**src/rtl/ext_irq_ctrl.sv**
```systemverilog
// ext_irq_ctrl: external interrupt front-end.
// Each raw line passes through a 2-flop synchronizer and an edge detector.
// Detected events latch into per-source pending bits. A round-robin arbiter
// picks among enabled pending sources and presents them to the core one at
// a time over a req/ack handshake.
//
// Ports:
//   clk      system clock, rising edge
//   rst      asynchronous active-high reset
//   irq_in   raw external interrupt lines (asynchronous to clk)
//   irq_en   per-source arbitration enable
//   irq_ack  core acknowledge of the presented irq_id
//   irq_req  request to core (registered)
//   irq_id   index of the requesting source, valid while irq_req=1
//   pending  per-source pending bits (registered)
//   overrun  sticky per-source flag: edge arrived while already pending
//
// Build option: define IRQ_CTRL_BOTH_EDGE_EN to make both rising and falling
// edges raise events. Without it, only rising edges are detected.
module ext_irq_ctrl #(
  parameter int unsigned N_SRC = 4,
  parameter int unsigned ID_W  = 2
) (
  input  logic             clk,
  input  logic             rst,
  input  logic [N_SRC-1:0] irq_in,
  input  logic [N_SRC-1:0] irq_en,
  input  logic             irq_ack,
  output logic             irq_req,
  output logic [ID_W-1:0]  irq_id,
  output logic [N_SRC-1:0] pending,
  output logic [N_SRC-1:0] overrun
);

  localparam int unsigned IDX_W = ID_W + 1;

  typedef enum logic [1:0] {
    ST_IDLE = 2'd0,
    ST_REQ  = 2'd1,
    ST_WAIT = 2'd2
  } state_t;

  state_t             state;
  state_t             state_next;
  logic [N_SRC-1:0]   s1;
  logic [N_SRC-1:0]   s2;
  logic [N_SRC-1:0]   s3;
  logic [N_SRC-1:0]   evt;
  logic [N_SRC-1:0]   cand;
  logic [N_SRC-1:0]   clr_mask;
  logic [ID_W-1:0]    rr;
  logic [ID_W-1:0]    win_id;
  logic [IDX_W-1:0]   idx;
  logic               win_found;
  logic               load_id_c;
  logic               take_ack_c;

  // Synchronizer plus history flop for edge detection
  always_ff @(posedge clk or posedge rst) begin
    if (rst) begin
      s1 <= '0;
      s2 <= '0;
      s3 <= '0;
    end else begin
      s1 <= irq_in;
      s2 <= s1;
      s3 <= s2;
    end
  end

`ifdef IRQ_CTRL_BOTH_EDGE_EN
  assign evt = s2 ^ s3;
`else
  assign evt = s2 & ~s3;
`endif

  assign cand = pending & irq_en;

  // Round-robin search starting at rr, wrapping modulo N_SRC
  always_comb begin
    win_id    = '0;
    win_found = 1'b0;
    idx       = '0;
    for (int unsigned off = 0; off < N_SRC; off++) begin
      idx = {1'b0, rr} + IDX_W'(off);
      if (idx >= IDX_W'(N_SRC)) begin
        idx = idx - IDX_W'(N_SRC);
      end
      if (!win_found && cand[idx[ID_W-1:0]]) begin
        win_found = 1'b1;
        win_id    = idx[ID_W-1:0];
      end
    end
  end

  // FSM state register
  always_ff @(posedge clk or posedge rst) begin
    if (rst) begin
      state <= ST_IDLE;
    end else begin
      state <= state_next;
    end
  end

  // FSM next-state logic
  always_comb begin
    state_next = state;
    case (state)
      ST_IDLE: if (win_found) state_next = ST_REQ;
      ST_REQ:  if (irq_ack)   state_next = ST_WAIT;
      ST_WAIT: state_next = ST_IDLE;
      default: state_next = ST_IDLE;
    endcase
  end

  // FSM output decode: when to latch a winner, when an ack is honoured
  always_comb begin
    load_id_c  = 1'b0;
    take_ack_c = 1'b0;
    case (state)
      ST_IDLE: load_id_c  = win_found;
      ST_REQ:  take_ack_c = irq_ack;
      default: ;
    endcase
  end

  assign clr_mask = take_ack_c ? (N_SRC'(1) << irq_id) : '0;

  // Request/id registers and round-robin pointer
  always_ff @(posedge clk or posedge rst) begin
    if (rst) begin
      irq_req <= 1'b0;
      irq_id  <= '0;
      rr      <= '0;
    end else begin
      irq_req <= (state_next == ST_REQ);
      if (load_id_c) begin
        irq_id <= win_id;
      end
      if (take_ack_c) begin
        rr <= (irq_id == ID_W'(N_SRC - 1)) ? '0 : irq_id + ID_W'(1);
      end
    end
  end

  // Pending and overrun: a same-cycle event beats the ack clear
  always_ff @(posedge clk or posedge rst) begin
    if (rst) begin
      pending <= '0;
      overrun <= '0;
    end else begin
      pending <= (pending & ~clr_mask) | evt;
      overrun <= overrun | (evt & pending & ~clr_mask);
    end
  end

endmodule

```
**config.mk**
```make
export PLATFORM = sky130hd
export DESIGN_NAME = ext_irq_ctrl
export DESIGN_NICKNAME = d
export VERILOG_FILES = /design/src/rtl/ext_irq_ctrl.sv
export SDC_FILE = /design/constraint.sdc
export NUM_CORES = 1
export LEC_CHECK = 0
export ABC_AREA = 0
export CORE_AREA = 2 2 51 53
export DETAILED_ROUTE_END_ITERATION = 8
export DIE_AREA = 0 0 53 55
export PLACE_DENSITY = 0.7
export SYNTH_ARGS = -nofsm -noshare
export SYNTH_HDL_FRONTEND = slang
export SYNTH_SLANG_ARGS = --single-unit
```
**constraint.sdc**
```tcl
create_clock -name clk -period 1.86 [get_ports clk]
set_input_delay 0.372 -clock clk [delete_from_list [all_inputs] [get_ports clk]]
set_output_delay 0.372 -clock clk [all_outputs]
set_load 0.005 [all_outputs]
```
==> results.tsv <==
metric	value	unit
status	finished clean	
Inst Count DP	134	
Via Count	690	
Pint	1.04	mW
Worst Setup Start Kind	flip-flop	
clk buf depth	2	
Worst Setup End Kind	primary output	
#FFs+latches synth	27	
area fraction of the dominant cell type after synthesis	65.9	%
clk_lat worst skew	0.32	ns
Post-synth EDFFs	0	
Final Cell Area	1310	um^2
DRC	0	
drt first-iter violations	3	
share of cells above drive strength 1	8.33	%
Fmax	589	MHz
GR Util All Layers	15.0	%
sequential power share	53.3	%
area grow syn2layout	27.3	%
final cell count without fillers	138	
R2R depth	4	
min Tclk post-route	1.70	ns
Comb pwr share	30.6	%
vias in the first global route	707	
final hold violation count	0	
Post-Syn Area	1030	um^2
asr flop ratio synth	100	%
DIE AREA	2920	um^2
Mapped Nets	98	
register area share after synthesis	65.9	%
gr ovfl total	0	
CP top delay family	buffers and inverters	
Post-synth top flop	dfrtp_1	
Final Util	55.2	%
r2r startpoint	pending[2]	
Pins Over Slew Limit	0	
# IOs	22	
RR Endpoint	irq_id[0]	
final wirelength	1740	um
CTS H-tree depth	1	
Final #Nets	124	
CTS tree	built	
dpl hpwl	1280	um
Filler cells	223	
cts-stage hold buffer count	0	
first-pass GRT wire length	2990	um
Num CTS Buffers	3	
hold path start	s1[2]	
CP max FO	6	
clock root cell	clkbuf_4	
Worst Hold Depth	0	
kind of critical path	reg2out	
# resized after CTS	0	
WP buf/inv	1	
initial core utilization	43.4	%
post-CTS setup buffers	0	
TritonRoute pass-1 iters	4	
wire per inst	12.6	um
Lkg Pwr	0.572	nW
Final ANT Viol Nets	0	
Clock power frac	16.1	%
worst-margin pin slew	0.327	ns
Setup Viol. Count Final	0	
Synth top cells by count	dfrtp_1 (27), nand2_1 (18), o21bai_1 (5)	
I/O Buffers	21	
CP required	1.49	ns
Synth warnings	0	
core area	2360	um^2
hold worst-path end	s2[2]	
crit-path cells	clkdlybuf4s50_1	
Hold/Removal Path Class	reg2reg	
top-count cell post-synth	dfrtp_1	
die span in y	55	um
# rows	18	
Period Utilization, post-route	91.2	%
PwrDens	1180	nW/um^2
initial antenna violation count	0	
TritonCTS Sinks	27	
Tot Pwr	1.54	mW
maximum vdd drop	0.731	mV
Switching Share	33.0	%
RSZ-0062 raised after global routing	no	
P_sw	0.509	mW
total of max-cap violations	0	
R2R setup slack	0.52	ns
Syn Inst Count	83	
die width	53	um
Netlist cell types	23	
Worst-path clk slew	0.14	ns
Layout Skew	0.00472	ns
Synth Area per Inst	12.4	um^2
dpl cell area	1280	um^2
vias per cell	5.00	
Setup TNS Final	0	ns
slew margin rel.	78.2	%
Area contributors post-synth	dfrtp_1 (66%), nand2_1 (6.6%), ha_1 (4.9%)	
CP max stage delay	0.54	ns
largest net degree at the start of global routing	28	
Yosys top cell by area	dfrtp_1	
Worst path slowest cell	clkdlybuf4s50_1	
Antenna Diode Count	0	
worst endpoint data arrival time	1.33	ns
Final GP Congestion	0.767	
-- layout by cell type, fill, tap and decap left out --
| master | Yosys | routed |
|---|---|---|
| a21oi_2 | 1 | 1 |
| dfrtp_1 | 27 | 27 |
| o21bai_1 | 5 | 5 |
| a22oi_2 | 1 | 1 |
| a211oi_1 | 2 | 2 |
| o31ai_2 | 1 | 1 |
| and3b_1 | 1 | 1 |
| inv_1 | 4 | 4 |
| nand3_1 | 2 | 2 |
| o21ai_0 | 1 | 1 |
| nand2_1 | 18 | 18 |
| mux2_1 | 1 | 1 |
| clkbuf_4 | 0 | 3 |
| a21oi_1 | 1 | 1 |
| a22oi_1 | 2 | 2 |
| nor2_1 | 2 | 2 |
| nand2b_1 | 4 | 4 |
| o2bb2ai_1 | 1 | 1 |
| buf_4 | 0 | 1 |
| a22o_1 | 1 | 1 |
| clkdlybuf4s50_1 | 0 | 21 |
| o21ai_1 | 1 | 1 |
| a311o_1 | 1 | 1 |
| ha_1 | 4 | 4 |
| clkinvlp_4 | 0 | 1 |
| nand2_2 | 1 | 1 |
-- logic make-up (layout without fill, tap and decap cells) --
logic type / after synthesis / count (layout) / synth area share (%)
DFF: 27 / 27 / 65.9
and+or+nand+nor: 28 / 28 / 12.2
adders and majority gates: 4 / 4 / 4.88
buffers and inverters: 5 / 30 / 1.95
AOI/OAI and AO/OA: 18 / 18 / 14.0
muxes: 1 / 1 / 1.10
-- layer usage --
| layer | vias up | track usage (%) | wire [um] |
|---|---|---|---|
| met1 | 339 | 17.5 | 733 |
| met4 | 0 | 7.69 | 12 |
| li1 | 327 | - | - |
| met2 | 22 | 25.6 | 876 |
| met5 | - | 0 | 0 |
| met3 | 2 | 4.03 | 115 |
-- final cells by class --
| class | instances | area [um^2] | share of cell area, % |
|---|---|---|---|
| inverters | 4 | 15.0 | 1.15 |
| repair buffers | 22 | 218 | 16.7 |
| well taps | 30 | 37.5 | 2.87 |
| clock inverters | 1 | 7.51 | 0.575 |
| multi-input cells | 51 | 330 | 25.3 |
| flip-flops and latches | 27 | 676 | 51.7 |
| clock buffers | 3 | 22.5 | 1.72 |
-- per-stage QoR --
| step | setup WS, ns | hold slack, ns |
|---|---|---|
| global route | 0.0390 | 0.385 |
| finish | 0.163 | 0.367 |
| CTS | 0.137 | 0.373 |
| global placement | 0.156 | 0.331 |
| detailed placement | 0.114 | 0.337 |
| floorplan | 0.624 | 0.331 |
-- registers in the layout (all words and copies together), names as in the netlist --
| signal | flops |
|---|---|
| irq_req | 1 |
| state | 2 |
| rr | 2 |
| s2 | 4 |
| pending | 4 |
| overrun | 4 |
| s3 | 4 |
| s1 | 4 |
| irq_id | 2 |
-- power by group through the flow --
| stage | sequential [mW] | clock [mW] | combinational [mW] |
|---|---|---|---|
| 2_1_floorplan | 0.805 | 0 | 0.278 |
| 3_3_place_gp | 0.824 | 0 | 0.464 |
| 3_5_place_dp | 0.837 | 0 | 0.478 |
| 4_1_cts | 0.824 | 0.264 | 0.480 |
| 5_1_grt | 0.845 | 0.296 | 0.541 |
| 6_report | 0.823 | 0.249 | 0.473 |
-- worst max-delay path by stage --
stage | startpoint | end | slack (ns) | cells past startpoint
2_1_floorplan | pending[2] | irq_id[0] | 0.62 | 4
5_1_grt | irq_id[0] | irq_id[0] | 0.04 | 1
3_5_place_dp | irq_en[2] | irq_id[0] | 0.11 | 5
3_3_place_gp | irq_en[2] | irq_id[0] | 0.16 | 5
6_report | irq_id[0] | irq_id[0] | 0.16 | 1
4_1_cts | irq_id[0] | irq_id[0] | 0.14 | 1
Note: power is estimated with default switching activity, not from simulation.
